<file path="src/rtl/alu_cmd_issuer.sv">
// Command issuer for an external combinational 8-bit ALU: buffers commands in a
// FIFO, issues one at a time, and returns each result with a sequence tag.
module alu_cmd_issuer #(
  parameter int DEPTH = 4,
  parameter int TAG_W = 4
) (
  input  logic             clk,
  input  logic             rst,
  input  logic             cmd_valid,
  output logic             cmd_ready,
  input  logic [7:0]       cmd_a,
  input  logic [7:0]       cmd_b,
  input  logic [3:0]       cmd_sel,
  output logic [7:0]       alu_a,
  output logic [7:0]       alu_b,
  output logic [3:0]       alu_sel,
  input  logic [7:0]       alu_result,
  output logic             res_valid,
  input  logic             res_ready,
  output logic [7:0]       res_data,
  output logic [TAG_W-1:0] res_tag,
  output logic             res_dz,
  output logic             busy
);

  localparam int PTR_W = (DEPTH > 1) ? $clog2(DEPTH) : 1;
  localparam int CNT_W = $clog2(DEPTH + 1);
  localparam logic [CNT_W-1:0] FULL = CNT_W'(DEPTH);
  localparam logic [3:0] SEL_DIV = 4'b0011;

  typedef enum logic [1:0] {IDLE, ISSUE, HOLD} state_t;

  typedef struct packed {
    logic [7:0]       a;
    logic [7:0]       b;
    logic [3:0]       sel;
    logic [TAG_W-1:0] tag;
  } cmd_t;

  state_t           state_q, state_d;
  logic [CNT_W-1:0] count_q, count_d;
  logic [PTR_W-1:0] wr_ptr_q, wr_ptr_d, rd_ptr_q, rd_ptr_d;
  logic [TAG_W-1:0] tag_q, tag_d, cur_tag_q, cur_tag_d;
  logic             cur_dz_q, cur_dz_d;
  logic [7:0]       alu_a_q, alu_a_d, alu_b_q, alu_b_d;
  logic [3:0]       alu_sel_q, alu_sel_d;
  logic             res_valid_q, res_valid_d, res_dz_q, res_dz_d;
  logic [7:0]       res_data_q, res_data_d;
  logic [TAG_W-1:0] res_tag_q, res_tag_d;

  cmd_t mem_q [DEPTH];
  cmd_t head;
  logic push, pop, empty;

  assign empty     = (count_q == '0);
  assign cmd_ready = (count_q < FULL);
  assign push      = cmd_valid && cmd_ready;
  assign head      = mem_q[rd_ptr_q];

  // NOTE: FIFO storage carries no reset; emptiness is defined solely by count/pointers.
  always_ff @(posedge clk) begin
    if (push) mem_q[wr_ptr_q] <= '{a: cmd_a, b: cmd_b, sel: cmd_sel, tag: tag_q};
  end

  // NOTE: every signal gets a default first so no path leaves a latch behind.
  always_comb begin
    state_d     = state_q;
    pop         = 1'b0;
    alu_a_d     = alu_a_q;
    alu_b_d     = alu_b_q;
    alu_sel_d   = alu_sel_q;
    cur_tag_d   = cur_tag_q;
    cur_dz_d    = cur_dz_q;
    res_valid_d = res_valid_q;
    res_data_d  = res_data_q;
    res_tag_d   = res_tag_q;
    res_dz_d    = res_dz_q;
    unique case (state_q)
      IDLE: if (!empty) pop = 1'b1;
      ISSUE: begin
        res_data_d  = alu_result;
        res_tag_d   = cur_tag_q;
        res_dz_d    = cur_dz_q;
        res_valid_d = 1'b1;
        state_d     = HOLD;
      end
      HOLD: if (res_ready) begin
        res_valid_d = 1'b0;
        if (!empty) pop = 1'b1;
        else        state_d = IDLE;
      end
      default: state_d = IDLE;
    endcase
    // Both IDLE and HOLD issue the head entry the same way.
    if (pop) begin
      alu_a_d   = head.a;
      alu_b_d   = head.b;
      alu_sel_d = head.sel;
      cur_tag_d = head.tag;
      cur_dz_d  = (head.sel == SEL_DIV) && (head.b == 8'h00);
      state_d   = ISSUE;
    end
  end

  always_comb begin
    wr_ptr_d = push ? wr_ptr_q + PTR_W'(1) : wr_ptr_q;
    rd_ptr_d = pop  ? rd_ptr_q + PTR_W'(1) : rd_ptr_q;
    tag_d    = push ? tag_q + TAG_W'(1)    : tag_q;
    count_d  = count_q;
    if (push && !pop)      count_d = count_q + CNT_W'(1);
    else if (!push && pop) count_d = count_q - CNT_W'(1);
  end

  // NOTE: sequential state uses non-blocking assignments only.
  always_ff @(posedge clk or posedge rst) begin
    if (rst) begin
      state_q     <= IDLE;
      count_q     <= '0;
      wr_ptr_q    <= '0;
      rd_ptr_q    <= '0;
      tag_q       <= '0;
      cur_tag_q   <= '0;
      cur_dz_q    <= 1'b0;
      alu_a_q     <= '0;
      alu_b_q     <= '0;
      alu_sel_q   <= '0;
      res_valid_q <= 1'b0;
      res_data_q  <= '0;
      res_tag_q   <= '0;
      res_dz_q    <= 1'b0;
    end else begin
      state_q     <= state_d;
      count_q     <= count_d;
      wr_ptr_q    <= wr_ptr_d;
      rd_ptr_q    <= rd_ptr_d;
      tag_q       <= tag_d;
      cur_tag_q   <= cur_tag_d;
      cur_dz_q    <= cur_dz_d;
      alu_a_q     <= alu_a_d;
      alu_b_q     <= alu_b_d;
      alu_sel_q   <= alu_sel_d;
      res_valid_q <= res_valid_d;
      res_data_q  <= res_data_d;
      res_tag_q   <= res_tag_d;
      res_dz_q    <= res_dz_d;
    end
  end

  assign alu_a     = alu_a_q;
  assign alu_b     = alu_b_q;
  assign alu_sel   = alu_sel_q;
  assign res_valid = res_valid_q;
  assign res_data  = res_data_q;
  assign res_tag   = res_tag_q;
  assign res_dz    = res_dz_q;
  assign busy      = (state_q != IDLE) || !empty;

endmodule

</file>
<file path="config.mk">
export PLATFORM = sky130hd
export DESIGN_NAME = alu_cmd_issuer
export DESIGN_NICKNAME = d
export VERILOG_FILES = /design/src/rtl/alu_cmd_issuer.sv
export SDC_FILE = /design/constraint.sdc
export NUM_CORES = 1
export LEC_CHECK = 0
export ABC_AREA = 1
export CAP_MARGIN = 20
export CORE_MARGIN = 2
export CORE_UTILIZATION = 53
export CTS_BUF_LIST = sky130_fd_sc_hd__clkbuf_8
export CTS_CLUSTER_DIAMETER = 100
export CTS_CLUSTER_SIZE = 24
export DETAILED_ROUTE_END_ITERATION = 7
export PLACE_DENSITY_LB_ADDON = 0.15
export SYNTH_ARGS = -nofsm -noshare
export SYNTH_HDL_FRONTEND = slang
export SYNTH_SLANG_ARGS = --single-unit
</file>
<file path="constraint.sdc">
create_clock -name clk -period 3.15 [get_ports clk]
set_clock_uncertainty 0.15 [all_clocks]
set_input_delay 0.63 -clock clk [delete_from_list [all_inputs] [get_ports clk]]
set_output_delay 0.63 -clock clk [all_outputs]
set_load 0.005 [all_outputs]
</file>
==> metrics.yaml <==
status: "finished clean"
crit_fanout: 3
hp-class: "reg -> reg"
drcViolationCount: 0
report.final.slew_viol_count: 0
clock_latency_ns: 0.43
p_int_mw: 4.48
dr_wl_met3_um: 610
avgViaCountPerCell: 5.12
max_freq_ghz: 0.363
num_io_pins: 68
synthTopCellsByArea: "edfxtp_1, dfrtp_1, nand2_1"
ff2ff_setup_slack_ns: 1.00
top_layer: "met4"
syn_to_final_growth_pct: 21.2
syn_area_sq_mm: 0.00580
routed_wl_um: 11000
timing.final.ws_setup_ns: 0.395
maxSlewHeadroom: 0.368
max_cap_viol_count: 0
combinationalPowerShare: 0.351
antenna_found_initial: 0
die-area_sq_mm: 0.0118
globalplace.congestion: 0.736
cp_slowest_cell: "clkdlybuf4s50_1"
path_buf_inv: 2
cp_top_family: "buffers and inverters"
tritoncts: "built"
synth_top_area_frac: 0.497
crit_type: "in -> out"
root_buffer: "clkbuf_8"
path_clk_slew_ns: 0.07
synth_nets: 529
hold_violations: 0
track_usage: 0.203
yosysUniqueCellTypes: 27
startpoint_type: "primary input"
ys_seq_area_frac: 0.721
fin_setup_tns_ns: 0
cts-hold-fix-buffers: 0
post-cts-setup-buffer-count: 0
final_common_cell: "nand2_1"
fin_crit_ns: 2.76
total_power_mw: 6.75
core_sq_mm: 0.0107
cts_buffers: 17
p_leak_nw: 2.82
place_ws_ns: 0.395
io_buffers: 67
setup_viol: 0
power_switching_mw: 2.28
rsz0062_at_grt: "no"
final_cell_area_sq_mm: 0.00703
start_util: 0.540
power.density_mw_per_mm2: 961
die_h_um: 109
peakVddDrop_mv: 0.438
drive_above_1_share: 0.0979
crit_path_max_incr_delay_ns: 0.50
ys_warn_count: 0
vias: 3696
rows: 38
p_seq_frac: 0.427
cts_resized: 0
met2WireLength_um: 5480
fin_nets: 608
p_sw_frac: 0.337
synth_cells: 490
dpl.hpwl_um: 7020
max-clock-path-buffers: 2
worst_pin_slew_ns: 0.947
grt_max_degree: 48
synth_seq_cells: 148
critical_path_required_ns: 2.37
drtIter0Drc: 282
h-tree-depth: 4
path_cells: "clkdlybuf4s50_1 > nor2_1 > nor2_1 > nand2_2 > nand3_1 > clkdlybuf4s50_1"
critPathArrivalTime_ns: 1.98
wl_per_cell_um: 15.3
final_cell_mix: "nand2_1, edfxtp_1, clkdlybuf4s50_1"
diodes: 0
postPlaceCellArea_sq_mm: 0.00661
fin_crit_sh: 0.875
die_w_um: 109
clockPowerShare: 0.223
grt_pass1_vias: 3576
critPathCaptureType: "output port"
yosysTopAreaCell: "edfxtp_1"
first_pass_iters: 4
drt-met1-wl_um: 4810
ant_nets: 0
cts_sinks: 148
grt_remaining_overflow: 0
avgSynthCellArea_sq_um: 11.8
grt_pass1_wl_um: 17700
## through the flow
stage                     instances  utilization  hold slack, ns
final                           722        0.654           0.325
after global routing            722        0.654           0.354
after CTS                       722        0.654           0.331
after detailed placement        690        0.615           0.313
after global placement          690        0.615           0.303
after floorplan                 490            -           0.299
## metal layers
| metal | global-route usage | up-vias |
|---|---|---|
| li1 | - | 1800 |
| met1 | 0.262 | 1775 |
| met2 | 0.333 | 108 |
| met3 | 0.0574 | 13 |
| met4 | 0.0705 | 0 |
| met5 | 0 | - |
## power groups by stage
| stage | Sequential (mW) | Clock [mW] | Combinational [mW] |
|---|---|---|---|
| after detailed placement | 2.92 | 0 | 2.40 |
| after floorplan | 2.89 | 0 | 1.53 |
| after global placement | 2.90 | 0 | 2.31 |
| final | 2.88 | 1.50 | 2.37 |
| after global routing | 2.93 | 1.62 | 2.69 |
| after CTS | 2.88 | 1.53 | 2.41 |
## final timing paths
kind	from	to	cells after the start
max reg2reg	count_q[2]	count_q[2]	9
min reg2reg	res_data[0]	res_data[0]	2
max	res_ready	busy	6
min	res_data[0]	res_data[0]	2
min in group asynchronous	rst	res_tag[3]	2
max in group asynchronous	rst	count_q[1]	3
## area by class of cell
type | instances | area, sq um
tap | 140 | 175
multi-input combinational | 289 | 1350
sequential | 148 | 4180
fill | 838 | 3720
clock inverter | 14 | 169
timing repair buffer | 83 | 791
inverter | 30 | 115
clock buffer | 18 | 248
## cells by family after synthesis
group / synth area share
XOR/XNOR: 0.0106
multiplexers: 0.00194
flip-flops: 0.721
adder cells (fa/ha/maj): 0.0164
buffers and inverters: 0.0483
AO/OA/AOI/OAI: 0.0571
AND/OR/NAND/NOR: 0.144
## Yosys cell counts
cell,count
nor2_2,1
inv_4,1
buf_2,6
buf_6,4
mux2_2,1
o21ai_0,44
o22ai_1,4
clkbuf_1,5
buf_1,1
dfrtp_1,52
a21oi_1,3
buf_8,2
xor2_1,4
ha_1,6
buf_4,5
o21ai_1,3
clkinv_1,1
nand2_2,4
edfxtp_1,96
nand3_1,27
nor2_1,63
fa_1,1
inv_2,2
nand2_1,116
xnor2_1,3
inv_1,26
a31oi_1,9
## registers in the layout, summed over array words and instances, names as in the netlist
register / flops
rd_ptr_q: 2
res_dz: 1
alu_sel: 4
cur_tag_q: 4
state_q: 2
tag_q: 4
res_valid: 1
wr_ptr_q: 2
alu_a: 8
alu_b: 8
cur_dz_q: 1
res_data: 8
res_tag: 4
count_q: 3
mem_q: 96
## worst min-delay path, delay by kind of cell (launching register included)
kind          cells  cell delay, ns
simple gates      2            0.10
flops             1            0.34
No activity file was read; power rests on OpenSTA's default activity.
